[src/rtl/core_pkg.sv]
// Shared RV32I core definitions: ALU op classes, funct3 codes, register address width, control bundle.
package core_pkg;

  localparam int REG_ADDR_W = 5;

  localparam logic [2:0] ALU_OP_ADD   = 3'b000;
  localparam logic [2:0] ALU_OP_SUB   = 3'b001;
  localparam logic [2:0] ALU_OP_FUNCT = 3'b010;
  localparam int         ALU_OP_ITYPE_BIT = 2;

  localparam logic [2:0] F3_ADD_SUB = 3'b000;
  localparam logic [2:0] F3_SLL     = 3'b001;
  localparam logic [2:0] F3_SLT     = 3'b010;
  localparam logic [2:0] F3_SLTU    = 3'b011;
  localparam logic [2:0] F3_XOR     = 3'b100;
  localparam logic [2:0] F3_SRL_SRA = 3'b101;
  localparam logic [2:0] F3_OR      = 3'b110;
  localparam logic [2:0] F3_AND     = 3'b111;

  typedef struct packed {
    logic reg_write;
    logic mem_read;
    logic mem_write;
    logic branch;
  } ctrl_t;

endpackage

[src/rtl/id_ex_stage_fwd_mux.sv]
// Single-operand EX forwarding selector: MEM result beats WB result beats register-file value.
// Purely combinational; x0 is never forwarded.
module fwd_mux
  import core_pkg::*;
#(
  parameter int width    = 32,
  parameter int regAddrW = REG_ADDR_W
) (
  input  logic [regAddrW-1:0] rs_addr,
  input  logic [width-1:0]    rf_data,
  input  logic [regAddrW-1:0] mem_rd_addr,
  input  logic                mem_reg_write,
  input  logic [width-1:0]    mem_result,
  input  logic [regAddrW-1:0] wb_rd_addr,
  input  logic                wb_reg_write,
  input  logic [width-1:0]    wb_result,
  output logic [width-1:0]    data
);

  logic mem_hit;
  logic wb_hit;

  assign mem_hit = mem_reg_write && (mem_rd_addr != '0) && (mem_rd_addr == rs_addr);
  assign wb_hit  = wb_reg_write  && (wb_rd_addr  != '0) && (wb_rd_addr  == rs_addr);

  always_comb begin
    data = rf_data;
    if (mem_hit)     data = mem_result;
    else if (wb_hit) data = wb_result;
  end

endmodule

[src/rtl/id_ex_stage.sv]
// ID/EX pipeline register with load-use bubble insertion and EX-stage operand forwarding.
// Update priority per edge: flush > stall > load-use bubble > load.
module id_ex_stage
  import core_pkg::*;
#(
  parameter int width    = 32,
  parameter int regAddrW = REG_ADDR_W
) (
  input  logic                clk,
  input  logic                rst_n,
  input  logic                stall,
  input  logic                flush,
  input  logic                id_valid,
  input  logic [width-1:0]    id_pc,
  input  logic [width-1:0]    id_rs1_data,
  input  logic [width-1:0]    id_rs2_data,
  input  logic [width-1:0]    id_imm,
  input  logic [regAddrW-1:0] id_rs1_addr,
  input  logic [regAddrW-1:0] id_rs2_addr,
  input  logic [regAddrW-1:0] id_rd_addr,
  input  logic [3:0]          id_func,
  input  logic [2:0]          id_alu_op,
  input  logic                id_src_a_pc,
  input  logic                id_src_b_imm,
  input  logic                id_reg_write,
  input  logic                id_mem_read,
  input  logic                id_mem_write,
  input  logic                id_branch,
  input  logic [regAddrW-1:0] mem_rd_addr,
  input  logic                mem_reg_write,
  input  logic [width-1:0]    mem_result,
  input  logic [regAddrW-1:0] wb_rd_addr,
  input  logic                wb_reg_write,
  input  logic [width-1:0]    wb_result,
  output logic                load_use_stall,
  output logic                ex_valid,
  output logic [width-1:0]    alu_dataA,
  output logic [width-1:0]    alu_dataB,
  output logic [3:0]          alu_func,
  output logic [2:0]          alu_aluOp,
  output logic [width-1:0]    ex_store_data,
  output logic [width-1:0]    ex_pc,
  output logic [regAddrW-1:0] ex_rd_addr,
  output logic                ex_reg_write,
  output logic                ex_mem_read,
  output logic                ex_mem_write,
  output logic                ex_branch
);

  logic                valid_q,     valid_d;
  ctrl_t               ctrl_q,      ctrl_d;
  logic [width-1:0]    pc_q,        pc_d;
  logic [width-1:0]    rs1_data_q,  rs1_data_d;
  logic [width-1:0]    rs2_data_q,  rs2_data_d;
  logic [width-1:0]    imm_q,       imm_d;
  logic [regAddrW-1:0] rs1_addr_q,  rs1_addr_d;
  logic [regAddrW-1:0] rs2_addr_q,  rs2_addr_d;
  logic [regAddrW-1:0] rd_addr_q,   rd_addr_d;
  logic [3:0]          func_q,      func_d;
  logic [2:0]          alu_op_q,    alu_op_d;
  logic                src_a_pc_q,  src_a_pc_d;
  logic                src_b_imm_q, src_b_imm_d;

  logic                load_use_hazard;
  ctrl_t               id_ctrl;
  logic [width-1:0]    fwd_rs1;
  logic [width-1:0]    fwd_rs2;

  assign id_ctrl = '{reg_write: id_reg_write, mem_read: id_mem_read,
                     mem_write: id_mem_write, branch: id_branch};

  // Conservative: rs2 match stalls even for instructions that ignore rs2.
  assign load_use_hazard = valid_q && ctrl_q.mem_read && (rd_addr_q != '0) && id_valid &&
                           ((rd_addr_q == id_rs1_addr) || (rd_addr_q == id_rs2_addr));
  assign load_use_stall  = load_use_hazard && !flush;

  always_comb begin
    valid_d     = valid_q;
    ctrl_d      = ctrl_q;
    pc_d        = pc_q;
    rs1_data_d  = rs1_data_q;
    rs2_data_d  = rs2_data_q;
    imm_d       = imm_q;
    rs1_addr_d  = rs1_addr_q;
    rs2_addr_d  = rs2_addr_q;
    rd_addr_d   = rd_addr_q;
    func_d      = func_q;
    alu_op_d    = alu_op_q;
    src_a_pc_d  = src_a_pc_q;
    src_b_imm_d = src_b_imm_q;
    if (flush) begin
      valid_d     = 1'b0;
      ctrl_d      = '0;
      pc_d        = '0;
      rs1_data_d  = '0;
      rs2_data_d  = '0;
      imm_d       = '0;
      rs1_addr_d  = '0;
      rs2_addr_d  = '0;
      rd_addr_d   = '0;
      func_d      = '0;
      alu_op_d    = ALU_OP_ADD;
      src_a_pc_d  = 1'b0;
      src_b_imm_d = 1'b0;
    end else if (!stall) begin
      // A bubble still loads data fields; only validity and side-effect controls are dropped.
      valid_d     = id_valid && !load_use_hazard;
      ctrl_d      = valid_d ? id_ctrl : '0;
      pc_d        = id_pc;
      rs1_data_d  = id_rs1_data;
      rs2_data_d  = id_rs2_data;
      imm_d       = id_imm;
      rs1_addr_d  = id_rs1_addr;
      rs2_addr_d  = id_rs2_addr;
      rd_addr_d   = id_rd_addr;
      func_d      = id_func;
      alu_op_d    = id_alu_op;
      src_a_pc_d  = id_src_a_pc;
      src_b_imm_d = id_src_b_imm;
    end
  end

  always_ff @(posedge clk or negedge rst_n) begin
    if (!rst_n) begin
      valid_q     <= 1'b0;
      ctrl_q      <= '0;
      pc_q        <= '0;
      rs1_data_q  <= '0;
      rs2_data_q  <= '0;
      imm_q       <= '0;
      rs1_addr_q  <= '0;
      rs2_addr_q  <= '0;
      rd_addr_q   <= '0;
      func_q      <= '0;
      alu_op_q    <= ALU_OP_ADD;
      src_a_pc_q  <= 1'b0;
      src_b_imm_q <= 1'b0;
    end else begin
      valid_q     <= valid_d;
      ctrl_q      <= ctrl_d;
      pc_q        <= pc_d;
      rs1_data_q  <= rs1_data_d;
      rs2_data_q  <= rs2_data_d;
      imm_q       <= imm_d;
      rs1_addr_q  <= rs1_addr_d;
      rs2_addr_q  <= rs2_addr_d;
      rd_addr_q   <= rd_addr_d;
      func_q      <= func_d;
      alu_op_q    <= alu_op_d;
      src_a_pc_q  <= src_a_pc_d;
      src_b_imm_q <= src_b_imm_d;
    end
  end

  fwd_mux #(.width(width), .regAddrW(regAddrW)) u_fwd_rs1 (
    .rs_addr       (rs1_addr_q),
    .rf_data       (rs1_data_q),
    .mem_rd_addr   (mem_rd_addr),
    .mem_reg_write (mem_reg_write),
    .mem_result    (mem_result),
    .wb_rd_addr    (wb_rd_addr),
    .wb_reg_write  (wb_reg_write),
    .wb_result     (wb_result),
    .data          (fwd_rs1)
  );

  fwd_mux #(.width(width), .regAddrW(regAddrW)) u_fwd_rs2 (
    .rs_addr       (rs2_addr_q),
    .rf_data       (rs2_data_q),
    .mem_rd_addr   (mem_rd_addr),
    .mem_reg_write (mem_reg_write),
    .mem_result    (mem_result),
    .wb_rd_addr    (wb_rd_addr),
    .wb_reg_write  (wb_reg_write),
    .wb_result     (wb_result),
    .data          (fwd_rs2)
  );

  assign alu_dataA     = src_a_pc_q  ? pc_q  : fwd_rs1;
  assign alu_dataB     = src_b_imm_q ? imm_q : fwd_rs2;
  assign ex_store_data = fwd_rs2;
  assign alu_func      = func_q;
  assign alu_aluOp     = alu_op_q;
  assign ex_pc         = pc_q;
  assign ex_rd_addr    = rd_addr_q;
  assign ex_valid      = valid_q;
  assign ex_reg_write  = ctrl_q.reg_write;
  assign ex_mem_read   = ctrl_q.mem_read;
  assign ex_mem_write  = ctrl_q.mem_write;
  assign ex_branch     = ctrl_q.branch;

endmodule

[config.mk]
export PLATFORM = sky130hd
export DESIGN_NAME = id_ex_stage
export DESIGN_NICKNAME = d
export VERILOG_FILES = /design/src/rtl/core_pkg.sv /design/src/rtl/id_ex_stage_fwd_mux.sv /design/src/rtl/id_ex_stage.sv
export SDC_FILE = /design/constraint.sdc
export NUM_CORES = 1
export LEC_CHECK = 0
export CAP_MARGIN = 20
export CORE_ASPECT_RATIO = 0.9
export CORE_MARGIN = 2
export CORE_UTILIZATION = 45
export CTS_CLUSTER_DIAMETER = 60
export DETAILED_ROUTE_END_ITERATION = 12
export PLACE_DENSITY = 0.94
export RECOVER_POWER = 25
export SETUP_SLACK_MARGIN = 0.2
export SLEW_MARGIN = 20
export SYNTH_ARGS = -nofsm -noshare
export SYNTH_HDL_FRONTEND = slang
export SYNTH_SLANG_ARGS = --single-unit
[constraint.sdc]
create_clock -name clk -period 3.78 [get_ports clk]
set_input_delay 0.567 -clock clk [delete_from_list [all_inputs] [get_ports clk]]
set_output_delay 0.567 -clock clk [all_outputs]
set_load 0.01 [all_outputs]
==> run metrics <==
buffers and inverters on the worst path=3; Distinct cells, synth=36; Hold Slack=approximately 350 ps; half-perimeter wire length after placement=approximately 25000 µm; worst endpoint data arrival time=~3000 ps; pin count of the biggest net entering global routing=86; timing-limited maximum frequency=approximately 280 MHz; remaining routing DRC violations=0; number of synthesized register bits=~160; Final period util=0.948; cell mode on critical path=clkdlybuf4s50_1; Die Wd=approximately 160 µm; diodes inserted=0; total setup violations reported at the end of the flow=0; number of standard-cell rows in the floorplan=50; Rel. slew slack=-0.737; data required time of the critical path=3210 ps; peak fanout along the critical path=18; clock buffer depth=2; Worst setup EP type=output pin; switching part of the total power=0.294; compound-cell area share of the yosys netlist=0.159; leading cell types in the layout, fill and taps excluded=290 x clkdlybuf4s50_1, 219 x nor2_1, 175 x mux2i_1; Die Outline Area=between 0.02 and 0.025 mm²; GRT Residual Overflow=0; Placed Cells incl. Taps=~1600; list of cells traversed by the critical path=clkdlybuf4s50_1 -> or4_1 -> o211a_2 -> nand2_4 -> buf_12 -> nor2_1 -> a21oi_1 -> clkdlybuf4s50_1; proportion of synthesized area in mux cells=0.191; overall global routing resource usage=0.302; TritonCTS sink count=about 160; cell types occupying the most area after synthesis=dfrtp_1 41%, mux2i_1 19%, nor2_1 8.6%, a221oi_2 4.7%, a211oi_2 3.9%; total core area=approximately 0.021 mm²; critical path class=input pin to output pin; net switching power=between 1 and 1.5 mW; CTS hold repair buffers=0; total iterations of the first detailed-routing run=5; failing checks=max-capacitance violations, max-slew violations; Initial Util=0.462; share of the synthesized area in the top cell type=0.407; clock tree from TritonCTS=done; Post-layout nets=1590; pins over their slew limit=approximately 160; fraction of power consumed by combinational cells=0.246; Max IR drop VDD=about 250 µV; pin slew with the least headroom to its limit=approximately 2600 ps; via count of the first global-routing pass=roughly 9600; root buffer cell=clkbuf_16; Pleak=7.02 nW; clock network fraction of design power=0.361; Fin. Hold Viols=0; synthesized netlist cell count=998; Worst setup SP type=input pin; slack of the critical path=197 ps; synthesis-to-finish area growth=49.9%; sequential power share=0.393; post-route antenna net violation count=0; worst-path cell with the longest stage delay=or4_1; final core occ=0.692; final total power=4.77 mW; clock-pin slew reported for the worst setup and hold paths after clock tree synthesis=about 70 ps; global-route wire length before repair=about 52000 µm; I/O Pins=between 300 and 400; simple-gate portion of the synthesized area=0.146; final standard cell area without fillers=about 0.014 mm²; min cycle time layout=3580 ps; clock insertion delay at the later pin of the skew report=420 ps; share of cells above drive strength 1=0.135; Post-Synthesis Net Count=approximately 1200; number of antenna violations at the first check in global routing=0; largest family of logic cells by synthesized area=multiplexers; adder-cell area share of the yosys netlist=0; Internal Power=~3.4 mW; via count=a little over 9000; largest incremental delay on the critical path=590 ps; Area after DPL=about 0.014 mm²; yosys synthesis warning count=0; floorplan die height=around 140 µm; outcome=finished with violations; GPL Wtd Cong=approximately 0.9; IO Port Bufs=around 380; final standard cell count with taps included and fillers excluded=between 1500 and 2000; cell family with most CP delay=buffers and inverters; sequential share of the synthesized area=0.407; aggregate routed wire length=around 35000 µm; level count of the clock H-tree=4; Hold Path Class=input pin to flip-flop; power per unit of standard cell area=between 300 and 400 mW/mm²; average wire per cell in the routed design=roughly 21 µm; violation count after the first detailed-routing iteration=714; max capacitance violation total=2; Via density=roughly 5.6; leading cell type in the layout, fill and taps excluded=clkdlybuf4s50_1; setup repair after global routing missed its margin=yes; Post-Route Skew=between 4 and 5 ps; cell type contributing the most total cell area after synthesis=dfrtp_1; Synth Cell Area=about 0.0097 mm²; total clock buffers created by CTS=17; post-synthesis share of cell area spent on xor and xnor gates=0.0263; total negative setup slack=0 ps; Post-Syn Area per Cell=approximately 9.7 µm²; setup slack at placement=-48.6 ps
==> cells in the mapped netlist <==
| cell | count |
|---|---|
| and4_1 | 1 |
| nor3_1 | 64 |
| or4_4 | 1 |
| buf_1 | 9 |
| buf_2 | 25 |
| a221oi_1 | 2 |
| nand3_1 | 4 |
| nor2b_1 | 5 |
| a211oi_2 | 30 |
| or2_1 | 2 |
| a211o_1 | 1 |
| nor2_1 | 220 |
| a21oi_2 | 1 |
| o31ai_2 | 30 |
| xnor2_1 | 29 |
| a32o_1 | 5 |
| o22ai_1 | 1 |
| dfrtp_1 | 157 |
| nand2_1 | 39 |
| buf_4 | 6 |
| or4_1 | 2 |
| nor3b_1 | 1 |
| o2111ai_1 | 2 |
| clkbuf_1 | 35 |
| o211a_2 | 1 |
| o211ai_4 | 1 |
| inv_1 | 65 |
| clkbuf_2 | 1 |
| mux2i_1 | 184 |
| a211oi_1 | 2 |
| a21oi_1 | 32 |
| buf_12 | 3 |
| a221oi_2 | 30 |
| buf_6 | 4 |
| o31ai_1 | 2 |
| nand4_1 | 1 |
==> worst paths after layout <==
check	start	endpoint	slack (ps)	depth (start not counted)
worst max-delay path	mem_rd_addr[0]	ex_store_data[12]	200	8
worst min-delay path	flush	alu_func[2]	350	2
worst max register to register	ex_rd_addr[1]	ex_branch	2010	3
worst min register to register	ex_reg_write	ex_reg_write	500	1
max in group asynchronous	rst_n	src_a_pc_q	1590	2
min in group asynchronous	rst_n	ex_pc[6]	770	1
==> power by group through the flow <==
stage | registers [mW] | logic [mW] | clock network (mW)
finish | 1.88 | 1.17 | 1.72
global route | 1.89 | 1.25 | 1.82
CTS | 1.87 | 1.17 | 1.75
detailed placement | 1.90 | 1.21 | 0
global placement | 1.90 | 1.19 | 0
floorplan | 1.87 | 0.533 | 0
==> state kept, by name, indices dropped and copies added (netlist names) <==
| register | flops |
|---|---|
| alu_aluOp | 3 |
| ex_pc | 32 |
| rs2_data_q | 32 |
| alu_func | 4 |
| imm_q | 32 |
| ex_rd_addr | 5 |
| ex_branch | 1 |
| ex_mem_read | 1 |
| ex_mem_write | 1 |
| src_a_pc_q | 1 |
| ex_reg_write | 1 |
| rs1_data_q | 32 |
| ex_valid | 1 |
| src_b_imm_q | 1 |
| rs2_addr_q | 5 |
| rs1_addr_q | 5 |
==> cells by family after synthesis <==
family                    count (synthesis)
and+or+nand+nor                         340
muxes                                   184
DFF                                     157
buffers and inverters                   148
AOI/OAI and AO/OA                       140
xor gates and xnor gates                 29
==> layout make-up <==
class                           instances  area [µm²]
Timing Repair Buffer                  419        4240
Clock inverter                         13         129
Fill cell                            1491        6430
Multi-Input combinational cell        693        5110
Clock buffer                           19         453
Inverter                               65         244
Tap cell                              286         358
Sequential cell                       157        3940
==> layer usage <==
metal / part of all wire / track usage / up-vias
met5: 0 / 0 / -
met4: 0.033 / 0.138 / 0
met3: 0.092 / 0.0868 / 87
met2: 0.49 / 0.510 / 509
met1: 0.38 / 0.355 / 4514
li1: - / - / 4167
==> what timing repair did <==
action / CTS / global route
gates cloned: 0 / 1
hold endpoints to repair: 0 / 0
resized for setup: 73 / 32
endpoints found under the setup margin: 70 / 28
buffers inserted: 2 / 1
No activity file was read; power rests on OpenSTA's default activity.
==> RTL change 1: new RTL, same flow settings <==
`REG_ADDR_W`: 5 -> 3.
--- a/src/rtl/core_pkg.sv
+++ b/src/rtl/core_pkg.sv
@@ -2,5 +2,5 @@
 package core_pkg;
 
-  localparam int REG_ADDR_W = 5;
+  localparam int REG_ADDR_W = 3;
 
   localparam logic [2:0] ALU_OP_ADD   = 3'b000;
Interface: changed (6 resized); port bits go from 383 to 371. The function was not compared with the original's and may differ.
==> RTL change 1 against the unedited design <==
Cell area is 8.2% lower; power decreased by 0.63%; combinational power grew 9%; setup slack lost 48 ps; sequential cell count down 6; the run still ends with max-capacitance violations, max-slew violations left; synthesized area shrank 11%; wire length is 3.8% lower; first-iteration DRC count down 16%.
==> RTL change 1: results (changes against the unedited design) <==
\begin{tabular}{lr}
\hline
Metric & Value \\
\hline
\multicolumn{2}{l}{\textbf{Synthesis}} \\
Most common library cells after synthesis & nor2\_1 (183), mux2i\_1 (178), dfrtp\_1 (151) \\
Gate count of the mapped netlist & 855 (-14\%) \\
Synth Area in Compound Gates & 10.81\% (-5.1 points) \\
Multiplexer area fraction after synthesis & 24.87\% (+5.8 points) \\
Sequential cell area fraction in the yosys report & 43.86\% (+3.2 points) \\
Number of register bits inferred by synthesis & 151 (-3.8\%) \\
\multicolumn{2}{l}{\textbf{Clock network}} \\
Post-CTS setup buffer count & 0 (-2) \\
\multicolumn{2}{l}{\textbf{Detailed routing}} \\
Via density & 5.776 (+2.9\%) \\
Detailed-route wire length & 33,430 µm (-3.8\%) \\
\multicolumn{2}{l}{\textbf{Finish}} \\
Filler cell count & 1,330 (-11\%) \\
Fraction of standard cell area that is sequential & 28.50\% (+1.3 points) \\
\multicolumn{2}{l}{\textbf{Run status}} \\
Violated checks & max-capacitance violations, max-slew violations \\
Outcome & finished, violations left \\
\multicolumn{2}{l}{\textbf{Setup path}} \\
Worst-path fanout max & 8 (-10) \\
Worst R2R Setup Slack & 2120 ps (+110 ps) \\
Crit-path max cell delay & 500 ps (-90 ps) \\
Worst reg2reg path startpoint & ex\_rd\_addr[2]\$\_DFFE\_PN0P\_ \\
\multicolumn{2}{l}{\textbf{Global route}} \\
Global routing usage on met3 & 10.17\% (+1.5 points) \\
Number of global-route vias before repair & 8,699 (-9.5\%) \\
First-pass GRT wire length & 49,130 µm (-6.0\%) \\
\multicolumn{2}{l}{\textbf{Placement}} \\
Placer Congestion & 0.8849 (-1.6\%) \\
HPWL after detailed placement & 23,070 µm (-6.4\%) \\
I/O Buffers & 370 (-3.1\%) \\
\multicolumn{2}{l}{\textbf{Floorplan}} \\
Die Wd & 149.8 µm (-5.4\%) \\
\multicolumn{2}{l}{\textbf{Run}} \\
Max-cap violations & 2 (unchanged) \\
\multicolumn{2}{l}{\textbf{Power}} \\
Leak Pwr & 6.187 nW (-12\%) \\
\multicolumn{2}{l}{\textbf{Worst hold path}} \\
Capture endpoint of the worst hold path & ex\_mem\_write\$\_DFFE\_PN0P\_ \\
\multicolumn{2}{l}{\textbf{Timing}} \\
Fin. max-slew vios & 140 (-13\%) \\
\hline
\end{tabular}
==> RTL change 1: changes by cell type after synthesis, sizes merged, moves of 33 or more <==
cell   change
nand2     -37
nor2      -37
o21ai     +34
a21oi     -33
nand4     +33
==> RTL change 1: per-layer routing <==
metal  part of all wire (%)  wire, µm
met4                    3.4      1122
met5                      0         0
met1                     37     12340
met2                     50     16650
met3                    9.9      3317
==> RTL change 1: critical path: cells and delay by family <==
| kind | cells | cell delay (ps) |
|---|---|---|
| xor gates and xnor gates | 1 | 220 |
| muxes | 1 | 310 |
| AOI/OAI and AO/OA | 2 | 390 |
| and+or+nand+nor | 1 | 500 |
| buffers and inverters | 3 | 1070 |
==> RTL change 1: where the power goes <==
| group | leakage (nW) | internal (mW) | switching, mW |
|---|---|---|---|
| clock network | 0.262 | 0.935 | 0.732 |
| logic | 3.92 | 0.684 | 0.597 |
| registers | 2.00 | 1.71 | 0.0896 |
==> RTL change 2: new RTL, same settings <==
Without the edit above. `rd_addr_q` no longer has a reset.
--- a/src/rtl/id_ex_stage.sv
+++ b/src/rtl/id_ex_stage.sv
@@ -131,5 +131,4 @@
       rs1_addr_q  <= '0;
       rs2_addr_q  <= '0;
-      rd_addr_q   <= '0;
       func_q      <= '0;
       alu_op_q    <= ALU_OP_ADD;
@@ -145,5 +144,4 @@
       rs1_addr_q  <= rs1_addr_d;
       rs2_addr_q  <= rs2_addr_d;
-      rd_addr_q   <= rd_addr_d;
       func_q      <= func_d;
       alu_op_q    <= alu_op_d;
@@ -151,4 +149,8 @@
       src_b_imm_q <= src_b_imm_d;
     end
+  end
+
+  always_ff @(posedge clk) begin
+    rd_addr_q <= rd_addr_d;
   end
 
Behaviour: not the same (Yosys sat finds a counterexample within 4 cycles, from zero or initial values and one cycle with rst_n low).
==> RTL change 2 against the unedited design <==
The flow still finishes with violations (max-capacitance violations, max-slew violations); power up 0.58%; via count down 3.0%; cell area up 0.60%; sequential cell count unchanged; global-route usage up 1.1 points; setup slack worse by 41 ps; final cell count down 2.7%; die area down 2.2%; register-to-register slack better by 40 ps; wire length up 0.61%; sequential share of layout area down 0.37 points; synthesized area down 2.2%; critical path type unchanged; largest power group unchanged.
==> RTL change 2: results (changes against the unedited design) <==
\begin{tabular}{lr}
\hline
Metric & Value \\
\hline
\multicolumn{2}{l}{\textbf{Timing}} \\
Fin. max-slew vios & 86 (-47\%) \\
Worst slew pin tran & 2246 ps (-359.8 ps) \\
Largest clock skew in the final design & 5.632 ps (+0.8246 ps) \\
\multicolumn{2}{l}{\textbf{Run status}} \\
Outcome & finished, violations left \\
Violated checks & max-capacitance violations, max-slew violations \\
\multicolumn{2}{l}{\textbf{Power}} \\
Leak Pwr & 6.668 nW (-5.0\%) \\
VDD IR-drop max & 264.4 µV (+7.4\%) \\
\multicolumn{2}{l}{\textbf{Run}} \\
Max-cap violations & 1 (-1) \\
\multicolumn{2}{l}{\textbf{Synthesis}} \\
Post-Synthesis Net Count & 1,162 (-5.9\%) \\
Main flop type after synthesis & dfrtp\_1 \\
Sequential cell area fraction in the yosys report & 41.37\% (+0.66 points) \\
Share of async-settable or async-resettable flops after synthesis & 96.82\% (-3.2 points) \\
Number of unique standard cell types used by synthesis & 36 (unchanged) \\
Biggest area contributors in the synthesized netlist & dfrtp\_1 (40\%), mux2i\_1 (20\%), a31oi\_4 (6.8\%) \\
Most common library cells after synthesis & mux2i\_1 (184), nor2\_1 (156), dfrtp\_1 (152) \\
\multicolumn{2}{l}{\textbf{Finish}} \\
Filler cell count & 1,470 (-1.4\%) \\
Share of cells above drive strength 1 & 14.53\% (+1.1 points) \\
Final Net Count & 1,545 (-2.8\%) \\
\multicolumn{2}{l}{\textbf{Detailed routing}} \\
Starting DRC count in detailed routing & 560 (-22\%) \\
First drt pass iteration count & 5 (unchanged) \\
Detailed-route wire length & 34,940 µm (+0.61\%) \\
Via density & 5.598 (-0.31\%) \\
Drt drc & 0 (unchanged) \\
\multicolumn{2}{l}{\textbf{Placement}} \\
HPWL after detailed placement & 24,630 µm (about the same) \\
Placer Congestion & 0.9413 (+4.7\%) \\
Pre-CTS worst setup slack & -229.1 ps (-180.6 ps) \\
\multicolumn{2}{l}{\textbf{Global route}} \\
Gr usage total & 31.27\% (+1.1 points) \\
Number of global-route vias before repair & 9,631 (+0.17\%) \\
First-pass GRT wire length & 52,960 µm (+1.3\%) \\
Initial antenna violation count & 1 (+1) \\
\multicolumn{2}{l}{\textbf{Setup path}} \\
Worst-path fanout max & 32 (+14) \\
\multicolumn{2}{l}{\textbf{Clock network}} \\
Total number of H-tree levels & 4 (unchanged) \\
Clock latency reported for the late side of the worst-skew pair & 410 ps \\
Clock root buffer master & clkbuf\_16 \\
\multicolumn{2}{l}{\textbf{Worst hold path}} \\
Hold WC Path Type & register to register \\
\hline
\end{tabular}
[RTL change 2: logic make-up (layout without fill, tap and decap cells)]
kind of cell / count (synthesis) / in the layout / share of synthesized area, %
and+or+nand+nor: 272 / 273 / 13.42
muxes: 216 / 216 / 23.34
DFF: 157 / 157 / 41.37
AOI/OAI and AO/OA: 139 / 139 / 13.96
buffers and inverters: 111 / 506 / 5.119
xor gates and xnor gates: 30 / 30 / 2.785
other: 0 / 1 / 0
[RTL change 2: per-layer routing]
layer | vias to the layer above | global-route usage [%] | part of all wire (%)
met1 | 4388 | 35.90 | 37
met2 | 487 | 53.81 | 50
li1 | 4018 | - | -
met3 | 109 | 8.644 | 8.7
met5 | - | 0 | 0
met4 | 0 | 15.40 | 4.6
[RTL change 2: worst max-delay path, stage by stage]
cell and delay, ps:
clkdlybuf4s50_1 550, nor2_1 120, a211o_4 390, buf_8 180, or3_4 350, a31oi_4 190
mux2_2 170, clkdlybuf4s50_1 530
[RTL change 2: path summary, 6_finish.rpt]
check	depth (start not counted)	slack, ps	to	startpoint
min reg2reg	2	520	rs1_data_q[10]$_DFFE_PN0P_	rs1_data_q[10]$_DFFE_PN0P_
max in group asynchronous	2	780	src_a_pc_q$_DFFE_PN0P_	rst_n
min	2	520	rs1_data_q[10]$_DFFE_PN0P_	rs1_data_q[10]$_DFFE_PN0P_
min in group asynchronous	1	790	ex_pc[8]$_DFFE_PN0P_	rst_n
max	8	160	alu_dataB[5]	wb_rd_addr[2]
max reg2reg	5	2050	ex_valid$_DFFE_PN0P_	ex_rd_addr[4]$_SDFFE_PP0N_
[RTL change 2: cell type report]
cell class	instances	area share, %
Clock inverter	12	0.9457
Antenna cell	1	0.01720
Clock buffer	20	3.001
Timing Repair Buffer	441	30.29
Inverter	33	0.8512
Multi-Input combinational cell	658	35.59
Tap cell	286	2.459
Sequential cell	157	26.84
[RTL change 2: stage by stage]
step / area, µm² / setup TNS [ps] / util [%] / std cells / hold slack, ps
after global routing: 14550 / 0 / 70.28 / 1608 / 537.7
after floorplan: 9435 / 0 / - / 925 / 271.4
after global placement: 13690 / -3871 / 66.13 / 1558 / 490.0
final: 14550 / 0 / 70.28 / 1608 / 521.8
after CTS: 14490 / 0 / 69.99 / 1605 / 248.2
after detailed placement: 13690 / -6829 / 66.13 / 1558 / 509.1
[RTL change 2: report_power, final]
part / switching (mW) / internal, mW
sequential: 0.0868 / 1.77
clock: 0.740 / 0.981
combinational: 0.562 / 0.658
[RTL change 2: repair_timing]
action | in CTS | in global routing
endpoints found under the setup margin | 96 | 66
buffers inserted | 12 | 2
resized for setup | 165 | 23
hold endpoints to repair | 0 | 0
pin swaps | 7 | 5
gates cloned | 3 | 0
